### config.mk
export PLATFORM = sky130hd
export DESIGN_NAME = sync_fifo_param_flat
export DESIGN_NICKNAME = d
export VERILOG_FILES = /design/src/rtl/sync_fifo_param_if.sv /design/src/rtl/sync_fifo_param.sv /design/src/flat_wrapper.sv
export SDC_FILE = /design/constraint.sdc
export NUM_CORES = 1
export LEC_CHECK = 0
export BUFFER_PORTS_ARGS = -buffer_cell sky130_fd_sc_hd__buf_2
export CAP_MARGIN = 10
export CELL_PAD_IN_SITES_DETAIL_PLACEMENT = 0
export CELL_PAD_IN_SITES_GLOBAL_PLACEMENT = 1
export CORE_MARGIN = 8
export CORE_UTILIZATION = 50
export DETAILED_ROUTE_END_ITERATION = 12
export GPL_TIMING_DRIVEN = 0
export PLACE_DENSITY = 0.73
export SLEW_MARGIN = 30
export SYNTH_ARGS = -nofsm -noshare
export SYNTH_HDL_FRONTEND = slang
export SYNTH_SLANG_ARGS = --single-unit
export TNS_END_PERCENT = 5
### constraint.sdc
create_clock -name clk -period 7.31 [get_ports clk]
set_input_delay 1.8275 -clock clk [delete_from_list [all_inputs] [get_ports clk]]
set_output_delay 1.8275 -clock clk [all_outputs]
set_load 0.02 [all_outputs]
### src/rtl/sync_fifo_param_if.sv
// sync_fifo_param_if: handshake/data bundle for sync_fifo_param.
//   master : producer/consumer side (drives Clear, DataIn, WrEn, RdEn)
//   slave  : FIFO side (drives data out, status flags, occupancy and error flags)
// Clock and reset are not part of the bundle; they stay plain module ports.
interface sync_fifo_param_if #(
   parameter int unsigned DATA_WIDTH = 32,
   parameter int unsigned ADDR_WIDTH = 4
);
   logic                  Clear;
   logic [DATA_WIDTH-1:0] DataIn;
   logic                  WrEn;
   logic                  RdEn;
   logic [DATA_WIDTH-1:0] DataOut;
   logic                  DataValid;
   logic                  Full;
   logic                  Empty;
   logic                  AlmostFull;
   logic                  AlmostEmpty;
   logic [ADDR_WIDTH:0]   Count;
   logic                  OverFlow;
   logic                  UnderFlow;
   logic                  OverFlowSticky;
   logic                  UnderFlowSticky;

   modport master (
      output Clear, DataIn, WrEn, RdEn,
      input  DataOut, DataValid, Full, Empty, AlmostFull, AlmostEmpty, Count,
             OverFlow, UnderFlow, OverFlowSticky, UnderFlowSticky
   );

   modport slave (
      input  Clear, DataIn, WrEn, RdEn,
      output DataOut, DataValid, Full, Empty, AlmostFull, AlmostEmpty, Count,
             OverFlow, UnderFlow, OverFlowSticky, UnderFlowSticky
   );
endinterface

### src/rtl/sync_fifo_param.sv
// sync_fifo_param: single-clock parametrised FIFO with occupancy count, programmable
// almost-full/almost-empty flags, synchronous flush, sticky error flags and a
// selectable standard (1-cycle registered read) or first-word-fall-through read mode.
// Ports:
//   clk  : clock, all state on the rising edge
//   rst  : synchronous active-high reset (priority over everything)
//   bus  : sync_fifo_param_if.slave -- Clear/DataIn/WrEn/RdEn in; DataOut, DataValid,
//          Full, Empty, AlmostFull, AlmostEmpty, Count, OverFlow, UnderFlow and the
//          two sticky error flags out
module sync_fifo_param #(
   parameter int unsigned DATA_WIDTH    = 32,
   parameter int unsigned ADDR_WIDTH    = 4,
   parameter int unsigned AFULL_THRESH  = 12,
   parameter int unsigned AEMPTY_THRESH = 2,
   parameter bit          FWFT          = 1'b0
) (
   input logic                clk,
   input logic                rst,
   sync_fifo_param_if.slave   bus
);
   localparam int unsigned DEPTH = 2 ** ADDR_WIDTH;

   localparam logic [ADDR_WIDTH:0]   CountOne = (ADDR_WIDTH + 1)'(1);
   localparam logic [ADDR_WIDTH:0]   CountMax = (ADDR_WIDTH + 1)'(DEPTH);
   localparam logic [ADDR_WIDTH:0]   AFullTh  = (ADDR_WIDTH + 1)'(AFULL_THRESH);
   localparam logic [ADDR_WIDTH:0]   AEmptyTh = (ADDR_WIDTH + 1)'(AEMPTY_THRESH);
   localparam logic [ADDR_WIDTH-1:0] PtrOne   = ADDR_WIDTH'(1);

   if (ADDR_WIDTH < 2 || ADDR_WIDTH > 10) begin : gen_bad_addr_width
      $error("sync_fifo_param: ADDR_WIDTH must be in 2..10");
   end
   if (AFULL_THRESH < 1 || AFULL_THRESH > DEPTH) begin : gen_bad_afull
      $error("sync_fifo_param: AFULL_THRESH must be in 1..DEPTH");
   end
   if (AEMPTY_THRESH > DEPTH - 1) begin : gen_bad_aempty
      $error("sync_fifo_param: AEMPTY_THRESH must be in 0..DEPTH-1");
   end

   logic [DATA_WIDTH-1:0] mem [DEPTH];

   logic [ADDR_WIDTH-1:0] wrPtrQ, rdPtrQ;
   logic [ADDR_WIDTH:0]   countQ, countD;
   logic                  fullQ, emptyQ, aFullQ, aEmptyQ;
   logic                  overFlowQ, underFlowQ, overStickyQ, underStickyQ;
   logic                  wrAcc, rdAcc;

   // A full FIFO rejects a write even when a read is accepted in the same cycle.
   always_comb begin
      wrAcc  = bus.WrEn && !fullQ;
      rdAcc  = bus.RdEn && !emptyQ;
      countD = countQ;
      unique case ({wrAcc, rdAcc})
         2'b10:   countD = countQ + CountOne;
         2'b01:   countD = countQ - CountOne;
         default: countD = countQ;
      endcase
   end

   // Memory is deliberately not reset.
   always_ff @(posedge clk) begin
      if (!rst && !bus.Clear && wrAcc) begin
         mem[wrPtrQ] <= bus.DataIn;
      end
   end

   always_ff @(posedge clk) begin
      if (rst || bus.Clear) begin
         wrPtrQ       <= '0;
         rdPtrQ       <= '0;
         countQ       <= '0;
         fullQ        <= 1'b0;
         emptyQ       <= 1'b1;
         aFullQ       <= 1'b0;
         aEmptyQ      <= 1'b1;
         overFlowQ    <= 1'b0;
         underFlowQ   <= 1'b0;
         overStickyQ  <= 1'b0;
         underStickyQ <= 1'b0;
      end else begin
         if (wrAcc) wrPtrQ <= wrPtrQ + PtrOne;
         if (rdAcc) rdPtrQ <= rdPtrQ + PtrOne;
         countQ       <= countD;
         // Flags track the next count so they move on the same edge as Count.
         fullQ        <= (countD == CountMax);
         emptyQ       <= (countD == '0);
         aFullQ       <= (countD >= AFullTh);
         aEmptyQ      <= (countD <= AEmptyTh);
         overFlowQ    <= bus.WrEn && fullQ;
         underFlowQ   <= bus.RdEn && emptyQ;
         overStickyQ  <= overStickyQ || (bus.WrEn && fullQ);
         underStickyQ <= underStickyQ || (bus.RdEn && emptyQ);
      end
   end

   if (FWFT) begin : gen_fwft
      // Head word shown directly; forced to zero while empty so the output is
      // defined after reset even though the memory is not.
      assign bus.DataOut   = emptyQ ? '0 : mem[rdPtrQ];
      assign bus.DataValid = !emptyQ;
   end else begin : gen_std
      logic [DATA_WIDTH-1:0] dataOutQ;
      logic                  dataValidQ;

      // Clear drops DataValid but keeps the last word on DataOut.
      always_ff @(posedge clk) begin
         if (rst) begin
            dataOutQ   <= '0;
            dataValidQ <= 1'b0;
         end else if (bus.Clear) begin
            dataValidQ <= 1'b0;
         end else if (rdAcc) begin
            dataOutQ   <= mem[rdPtrQ];
            dataValidQ <= 1'b1;
         end else begin
            dataValidQ <= 1'b0;
         end
      end

      assign bus.DataOut   = dataOutQ;
      assign bus.DataValid = dataValidQ;
   end

   assign bus.Count           = countQ;
   assign bus.Full            = fullQ;
   assign bus.Empty           = emptyQ;
   assign bus.AlmostFull      = aFullQ;
   assign bus.AlmostEmpty     = aEmptyQ;
   assign bus.OverFlow        = overFlowQ;
   assign bus.UnderFlow       = underFlowQ;
   assign bus.OverFlowSticky  = overStickyQ;
   assign bus.UnderFlowSticky = underStickyQ;
endmodule

### src/flat_wrapper.sv
// flat-port wrapper written by rule: the top's interface ports become plain ports
module sync_fifo_param_flat 
#(
   parameter int unsigned DATA_WIDTH    = 32,
   parameter int unsigned ADDR_WIDTH    = 4,
   parameter int unsigned AFULL_THRESH  = 12,
   parameter int unsigned AEMPTY_THRESH = 2,
   parameter bit          FWFT          = 1'b0
)
  (clk, rst, bus_Clear, bus_DataIn, bus_WrEn, bus_RdEn, bus_DataOut, bus_DataValid, bus_Full, bus_Empty, bus_AlmostFull, bus_AlmostEmpty, bus_Count, bus_OverFlow, bus_UnderFlow, bus_OverFlowSticky, bus_UnderFlowSticky);
  sync_fifo_param_if #(.DATA_WIDTH(DATA_WIDTH), .ADDR_WIDTH(ADDR_WIDTH)) bus_i ();
  input logic clk;
  input logic rst;
  input wire logic [$bits(bus_i.Clear)-1:0] bus_Clear;
  input wire logic [$bits(bus_i.DataIn)-1:0] bus_DataIn;
  input wire logic [$bits(bus_i.WrEn)-1:0] bus_WrEn;
  input wire logic [$bits(bus_i.RdEn)-1:0] bus_RdEn;
  output wire logic [$bits(bus_i.DataOut)-1:0] bus_DataOut;
  output wire logic [$bits(bus_i.DataValid)-1:0] bus_DataValid;
  output wire logic [$bits(bus_i.Full)-1:0] bus_Full;
  output wire logic [$bits(bus_i.Empty)-1:0] bus_Empty;
  output wire logic [$bits(bus_i.AlmostFull)-1:0] bus_AlmostFull;
  output wire logic [$bits(bus_i.AlmostEmpty)-1:0] bus_AlmostEmpty;
  output wire logic [$bits(bus_i.Count)-1:0] bus_Count;
  output wire logic [$bits(bus_i.OverFlow)-1:0] bus_OverFlow;
  output wire logic [$bits(bus_i.UnderFlow)-1:0] bus_UnderFlow;
  output wire logic [$bits(bus_i.OverFlowSticky)-1:0] bus_OverFlowSticky;
  output wire logic [$bits(bus_i.UnderFlowSticky)-1:0] bus_UnderFlowSticky;
  assign bus_i.Clear = bus_Clear;
  assign bus_i.DataIn = bus_DataIn;
  assign bus_i.WrEn = bus_WrEn;
  assign bus_i.RdEn = bus_RdEn;
  assign bus_DataOut = bus_i.DataOut;
  assign bus_DataValid = bus_i.DataValid;
  assign bus_Full = bus_i.Full;
  assign bus_Empty = bus_i.Empty;
  assign bus_AlmostFull = bus_i.AlmostFull;
  assign bus_AlmostEmpty = bus_i.AlmostEmpty;
  assign bus_Count = bus_i.Count;
  assign bus_OverFlow = bus_i.OverFlow;
  assign bus_UnderFlow = bus_i.UnderFlow;
  assign bus_OverFlowSticky = bus_i.OverFlowSticky;
  assign bus_UnderFlowSticky = bus_i.UnderFlowSticky;
  sync_fifo_param #(.DATA_WIDTH(DATA_WIDTH), .ADDR_WIDTH(ADDR_WIDTH), .AFULL_THRESH(AFULL_THRESH), .AEMPTY_THRESH(AEMPTY_THRESH), .FWFT(FWFT)) u_core (.clk(clk), .rst(rst), .bus(bus_i));
endmodule
# == Word-level counts from Yosys, hierarchy flattened ==
# Memory sizes are Yosys's and may differ from the RTL's. A register that Yosys moved wholly into a read port is not among the register bits.
# Index checks and enable logic that the tools add are counted.
# classes
addsub,4
mul,0
div,0
n_lt_le_gt_ge,2
n_eq_ne,3
shift,0
n_mux,4
bitwise,1
reduce_logical,16
# ops
cell,count
$pmux W5 S2,1
$add A4 B1 Y4 const B,2
$logic_and A1 B1 Y1,6
$add A5 B1 Y5 const B,1
$eq A5 B5 Y1 const B,1
$ge A5 B4 Y1 const B,1
$le A5 B2 Y1 const B,1
$logic_not A5 Y1,1
$sub A5 B1 Y5 const B,1
$logic_not A1 Y1,4
$logic_or A1 B1 Y1,3
$mux W1,3
$eq A2 B1 Y1 const B,1
$eq A2 B2 Y1 const B,1
$reduce_and A2 Y1,1
$reduce_or A2 Y1,1
$not A1 Y1,1
# totals
register_bits,22
latch_bits,0
ramBits,512
mem_bits_ro,0
inputBits,37
output_inout_bits,46
mem_count,1
# mem_list
name,depth,width,rd,rd_ports_with_merged_regs,write_ports,line,source
u_core.mem,16,32,1,1,1,sync_fifo_param.sv:39,logic [DATA_WIDTH-1:0] mem [DEPTH];

# == Logic depth before layout (Yosys ltp) ==
# Gate-level depths: netlist of the first run.
# depth
depth_word,5
depth_mapped,12
depth_no_buf,10

# == Worst setup path after synthesis of the first run ==
# Ideal clock, no wire load.
# synth_path
kind,input to register
from,input port bus_WrEn
to,"memory u_core.mem[1][0], enable pin"
setup_time_ps,461
arrival_time_ps,4633
t_required_ps,6849
path_slack_ps,2216
cell_stages,4
path_buffers,1
path_cell_list,nor2b_1 > clkbuf_1 > nand3_1 > nor3_1
# synth_between
elab_chain_len,4
# synth_rtl
element,line,source
start: declaration,flat_wrapper.sv:16,input wire logic [$bits(bus_i.WrEn)-1:0] bus_WrEn;
$logic_and A1 B1 Y1,sync_fifo_param.sv:49,wrAcc = bus.WrEn && !fullQ;
$logic_and A1 B1 Y1,sync_fifo_param.sv:61,if (!rst && !bus.Clear && wrAcc) begin
$mux W1,sync_fifo_param.sv:61,
$mux W1 (not written as such),sync_fifo_param.sv:62,mem[wrPtrQ] <= bus.DataIn;
end: declaration,sync_fifo_param.sv:39,
# No other way between the ends.

# == Worst setup path after layout of the first run ==
# layout_path
from,input port bus_WrEn
to,register u_core.fullQ (netlist: u_core.bus.Full)
# layout_between
elab_chain_len,4
word_cells_on_any_way,5
cone_classes,eq/ne (3); mux (1); reduce/logical (1)
# layout_rtl
element,line,source
$logic_and A1 B1 Y1 (*),sync_fifo_param.sv:49,
$eq A2 B1 Y1 or $eq A2 B2 Y1 (tied branches),sync_fifo_param.sv:52,"unique case ({wrAcc, rdAcc})"
$pmux W5 S2 (*),sync_fifo_param.sv:52,
$eq A5 B5 Y1 (*),sync_fifo_param.sv:84,fullQ <= (countD == CountMax);
end signal: assignment,sync_fifo_param.sv:84,
end: declaration,sync_fifo_param.sv:43,"logic fullQ, emptyQ, aFullQ, aEmptyQ;"
# Mark *: on every way between the ends. The rest lies on a longest branch, timed or not.
# A chain may end at the register's enable or synchronous reset.

==> results.txt, run 1 <==
IO Port Bufs - 82
Initial Util - 50.9%
H-tree levels - 2
Largest net degree at the start of global routing - 19
Mapped Nets - 1,067
First-pass GRT wire length - 67.5 mm
Post-synth top area share - 71.9%
Antenna violations before repair - 1
Critical Path RT - 7.80 ns
Max-slew violation count - 0
Vias in the first global route - 10,800
Synth top cells by count - 512 x edfxtp_1, 128 x mux4_2, 66 x mux2i_1, 64 x nor2_1, 54 x dfxtp_1
Ranking of synthesized cells by area - edfxtp_1 72%, mux4_2 13%, dfxtp_1 5.1%
Total track usage - 18.1%
Gr busiest metal - met2
Startpoint Class - input pin
Synth area leader - edfxtp_1
Iter 0 DRT Violations - 806
Clk pwr share - 42.9%
Seq/Total Area, Yosys - 76.9%
Worst EP arrival - 4.45 ns
MaxCap Viol Count - 0
Sw frac - 19.8%
DIE WIDTH - 223 um
Met2 usage - 30.5%
Post-route clock period utilization - 54.2%
Gr ovfl total - 0
Top Ports - 83
Die area - 49,600 um2
Synth Instances - 1,022
Peak VDD IR - 200 uV
Achievable clock frequency - 0.253 GHz
Crit Path Class - in -> reg
CTS clk-pin slew, worst paths - 0.06 ns
Final total power - 6460 uW
Placed Cells - 1,685
WL final - 44.6 mm
Pre-antenna DRT Iters - 7
Crit-path max FO - 10
Hold path depth - 2
Row count - 75
Slew at the pin with the worst max-slew slack - 0.927 ns
Post-Syn Area - 21,400 um2
CP bufs+invs - 4
Final Net Count - 1,249
Max stage delay on crit path - 0.39 ns
Post-Layout Inst Area - 25,000 um2
Count leader, synth - edfxtp_1
Drt via density - 5.73
Worst Hold Class - reg -> reg
Met3 global-route usage - 3.53%
Slew headroom - 38.2%
Cell variety after synth - 42
Leak pwr - 0.00801 uW
Hold_buf cts - 0
GR Util met1 - 24.2%
Power Internal - 5190 uW
Count of final setup violators - 0
Seq pwr share - 54.8%
Routed vias - 10,200
Worst-Skew Late Latency - 0.60 ns
Post-CTS Setup Inserts - 0
TritonCTS clock tree - yes
Drt drc - 0
Async SR Flop Fraction - 0%
Path depth of the worst reg2reg path - 12
Layout Utilization - 59.6%
Pwr per Cell Area - 258 nW/um2
CTS buffer count - 56
Logic pwr share - 2.2%
Dpl hpwl - 29.6 mm
Fin Clk Skew - 0.0172 ns
Syn_area_per_cell - 20.9 um2
Minimum clock period after layout - 3.96 ns
Crit. End Element - flop
Ys flop type - edfxtp_1
Yosys warnings - 0
Layout Cells excl Fill - 1,789
RePlAce Congestion - 0.697
CP top delay family - buffers and inverters
Clock Path Buffers - 3
CORE AREA - 42,000 um2
Status - finished clean
Yosys reg bits - 566
WL per Instance - 24.9 um
Critical path depth - 13
DP Area - 23,300 um2
Final worst slack - 3.35 ns
RSZ-0062 raised after global routing - no
Final hold vios - 0
DIE HEIGHT - 223 um
NetSw - 1280 uW
CTS Sinks - 566
Area Overhead vs Synth - 17.1%
Worst path cell trace - buf_2 > nor2b_1 > clkbuf_1 > inv_1 > ha_1 > buf_2 > xor2_1 > ha_1 > a21oi_1 > o221ai_1 > o2111ai_1 > xor2_1 > and4b_1
Antenna viol nets, final - 0
Placement Setup Slack - 2.72 ns
Slowest CP cell - clkbuf_1
Post-CTS resize count - 0
Share of cells above drive strength 1 - 30.7%
CTS root buffer - clkbuf_16
Post-synth EDFFs - 512
cells by family after synthesis:
family | after synthesis | synth area share [%]
AO/OA/AOI/OAI | 81 | 2.08
buffers and inverters | 63 | 1.43
adder cells (fa/ha/maj) | 8 | 0.468
multiplexers | 194 | 16.6
XOR/XNOR | 11 | 0.450
flip-flops | 566 | 76.9
AND/OR/NAND/NOR | 99 | 2.06
sequential cells by signal, summed over array words and instances (netlist names):
register and flops:
u_core.bus.AlmostEmpty 1, u_core.bus.AlmostFull 1, u_core.bus.Count 5, u_core.bus.DataOut 32, u_core.bus.DataValid 1, u_core.bus.Empty 1, u_core.bus.Full 1, u_core.bus.OverFlow 1
u_core.bus.OverFlowSticky 1, u_core.bus.UnderFlow 1, u_core.bus.UnderFlowSticky 1, u_core.mem 512, u_core.rdPtrQ 4, u_core.wrPtrQ 4
per-stage QoR:
step / hold slack, ns / TNS (ns)
2_1_floorplan: 0.494 / 0
3_3_place_gp: 0.446 / -50.46
3_5_place_dp: 0.451 / 0
4_1_cts: 0.465 / 0
5_1_grt: 0.501 / 0
6_report: 0.460 / 0
cell type report:
| cell class | count | area (um2) |
|---|---|---|
| clock inverter | 31 | 264 |
| inverter | 8 | 30.0 |
| timing repair buffer | 124 | 1080 |
| sequential | 566 | 16500 |
| tap | 539 | 674 |
| buffer | 55 | 278 |
| clock buffer | 72 | 1510 |
| multi-input combinational | 393 | 4730 |
| fill | 3033 | 17000 |
| antenna | 1 | 2.50 |
worst paths after layout:
path	start	to	slack, ns
max	bus_WrEn	u_core.bus.Full	3.35
min	u_core.bus.UnderFlowSticky	u_core.bus.UnderFlowSticky	0.46
max reg2reg	u_core.bus.Full	u_core.bus.Full	4.36
min reg2reg	u_core.bus.UnderFlowSticky	u_core.bus.UnderFlowSticky	0.46
worst register-to-register path, cell delays in order, from the launching register on:
cell and delay [ns]:
dfxtp_1 0.33, nor2b_1 0.14, clkbuf_1 0.39, inv_1 0.12, ha_1 0.21, buf_2 0.16
xor2_1 0.17, ha_1 0.21, a21oi_1 0.21, o221ai_1 0.14, o2111ai_1 0.15, xor2_1 0.37
and4b_1 0.24
power by group through the flow:
stage	combinational (uW)	clock [uW]	sequential (uW)
final	144	2770	3540
after detailed placement	147	0	3610
after global placement	137	0	3610
after CTS	147	2830	3540
after floorplan	63.3	0	3620
after global routing	159	2950	3540
placed cells by master, fill, tap and decap left out, types with 8 or more instances in the layout:
master       n
clkbuf_1    31
dfxtp_1     54
o21ai_1     32
nor2_4      12
mux4_2     128
a21oi_1     37
edfxtp_1   512
mux2i_1     66
buf_4       21
clkinv_2    15
ha_1         8
buf_16      16
inv_1        8
buf_2      104
nor2_1      52
clkbuf_16   57
metal layers:
layer  share of wire (%)  up-vias  routed length, um
li1                    -     4539                  -
met1                  43     5387              19100
met2                  50      260              22400
met3                 5.1       61               2290
met4                 1.8        0                796
met5                   0        -                  0
Note: power is estimated with default switching activity, not from simulation.
==> run 2: changes to the inputs <==
Clock period 7.31 ns to 3.85 ns, I/O delays scaled along.
==> results.txt, run 2 (synthesis gave the netlist of run 1 again) <==
Antenna viol nets, final - 0
Layout Utilization - 59.5%
IO Port Bufs - 82
Layout Cells excl Fill - 1,786
Most frequent cells in the layout - 512 x edfxtp_1, 128 x mux4_2, 104 x buf_2, 66 x mux2i_1, 57 x clkbuf_16
Crit. End Element - flop
Slew at the pin with the worst max-slew slack - 0.980 ns
Routed vias - 10,200
# diodes - 0
DIE HEIGHT - 223 um
Dpl hpwl - 29.4 mm
Largest register FFs - 512
Final Net Count - 1,246
Worst-Skew Late Latency - 0.58 ns
Minimum clock period after layout - 3.08 ns
Post-CTS resize count - 0
CTS root buffer - clkbuf_16
Final hold vios - 0
Post-CTS Setup Inserts - 0
Placement Setup Slack - 0.179 ns
Crit-path max FO - 10
Fin Clk Skew - 0.0117 ns
Crit Path Class - in -> reg
Hold_buf cts - 0
Worst EP arrival - 3.56 ns
Pre-antenna DRT Iters - 7
Vias in the first global route - 11,000
Die area - 49,600 um2
Post-route clock period utilization - 80.1%
Top Ports - 83
Row count - 75
Peak VDD IR - 399 uV
Achievable clock frequency - 0.324 GHz
Worst Hold Class - reg -> reg
Drt via density - 5.73
Initial Util - 50.9%
Pwr per Cell Area - 490 nW/um2
Slew headroom - 34.7%
Placed Cells - 1,682
WL per Instance - 25.2 um
Gr ovfl total - 0
Startpoint Class - input pin
Critical Path RT - 4.33 ns
Final worst slack - 0.766 ns
Largest net degree at the start of global routing - 19
CTS Sinks - 566
MaxCap Viol Count - 0
First-pass GRT wire length - 68.8 mm
CTS clk-pin slew, worst paths - 0.06 ns
Worst path cell trace - buf_2 > nor2b_1 > clkbuf_1 > inv_1 > ha_1 > buf_2 > xor2_1 > ha_1 > a21oi_1 > o221ai_1 > o2111ai_1 > xor2_1 > and4b_1
RePlAce Congestion - 0.698
Commonest non-fill, non-tap cell in the layout - edfxtp_1
DIE WIDTH - 223 um
Total track usage - 18.4%
Setup TNS - 0 ns
Status - finished clean
Share of cells above drive strength 1 - 29.8%
Max-slew violation count - 0
Max stage delay on crit path - 0.36 ns
Antenna violations before repair - 0
Leak pwr - 0.00797 uW
RSZ-0062 raised after global routing - no
TritonCTS clock tree - yes
Drt drc - 0
Iter 0 DRT Violations - 904
Top reg by flops - u_core.mem
WL final - 45.1 mm
Count of final setup violators - 0
Slowest CP cell - xor2_1
Fillers - 3,073
CTS buffer count - 56
Clock Path Buffers - 3
DP Area - 23,200 um2
Post-Layout Inst Area - 25,000 um2
CORE AREA - 42,000 um2
H-tree levels - 2
Area Overhead vs Synth - 17.0%
==> run 2: path summary, 6_finish.rpt <==
check / cells after the start / start / slack (ns) / to
hold / removal: 2 / u_core.bus.DataOut[4] / 0.49 / u_core.bus.DataOut[4]
setup / recovery: 13 / bus_WrEn / 0.77 / u_core.bus.Full
hold reg to reg: 2 / u_core.bus.DataOut[4] / 0.49 / u_core.bus.DataOut[4]
setup reg to reg: 12 / u_core.bus.Full / 0.93 / u_core.bus.Full
==> run 2: through the flow <==
step / power [uW] / hold WS [ns]
after CTS: 12400 / 0.481
after global routing: 12600 / 0.504
final: 12300 / 0.487
after detailed placement: 7140 / 0.468
after floorplan: 6990 / 0.494
after global placement: 7120 / 0.459
==> run 2: critical path: cells and delay by family <==
family                   cells  cell delay [ns]
buffers and inverters        4             0.74
AO/OA/AOI/OAI                3             0.53
adder cells (fa/ha/maj)      2             0.42
AND/OR/NAND/NOR              2             0.37
XOR/XNOR                     2             0.53
==> run 2: metal layers <==
layer	wire length [um]	vias to the layer above	share of wire [%]	global-route usage, %
met3	2180	71	4.8	2.92
met4	988	0	2.2	5.67
met1	19300	5387	43	25.0
met5	0	-	0	0
li1	-	4528	-	-
met2	22600	252	50	30.6
==> run 2: power by group <==
group / leakage, uW / switching [uW] / internal, uW
clock network: 0.000868 / 2190 / 3080
registers: 0.00504 / 11.8 / 6720
logic: 0.00206 / 180 / 93.4
==> run 2: layout make-up <==
type | count | area (um2) | share of cell area [%]
clock buffers | 80 | 1560 | 6.24
repair buffers | 121 | 1070 | 4.27
well taps | 539 | 674 | 2.69
multi-input cells | 393 | 4740 | 18.9
flip-flops and latches | 566 | 16500 | 65.8
inverters | 8 | 30.0 | 0.120
clock inverters | 24 | 214 | 0.855
plain buffers | 55 | 278 | 1.11
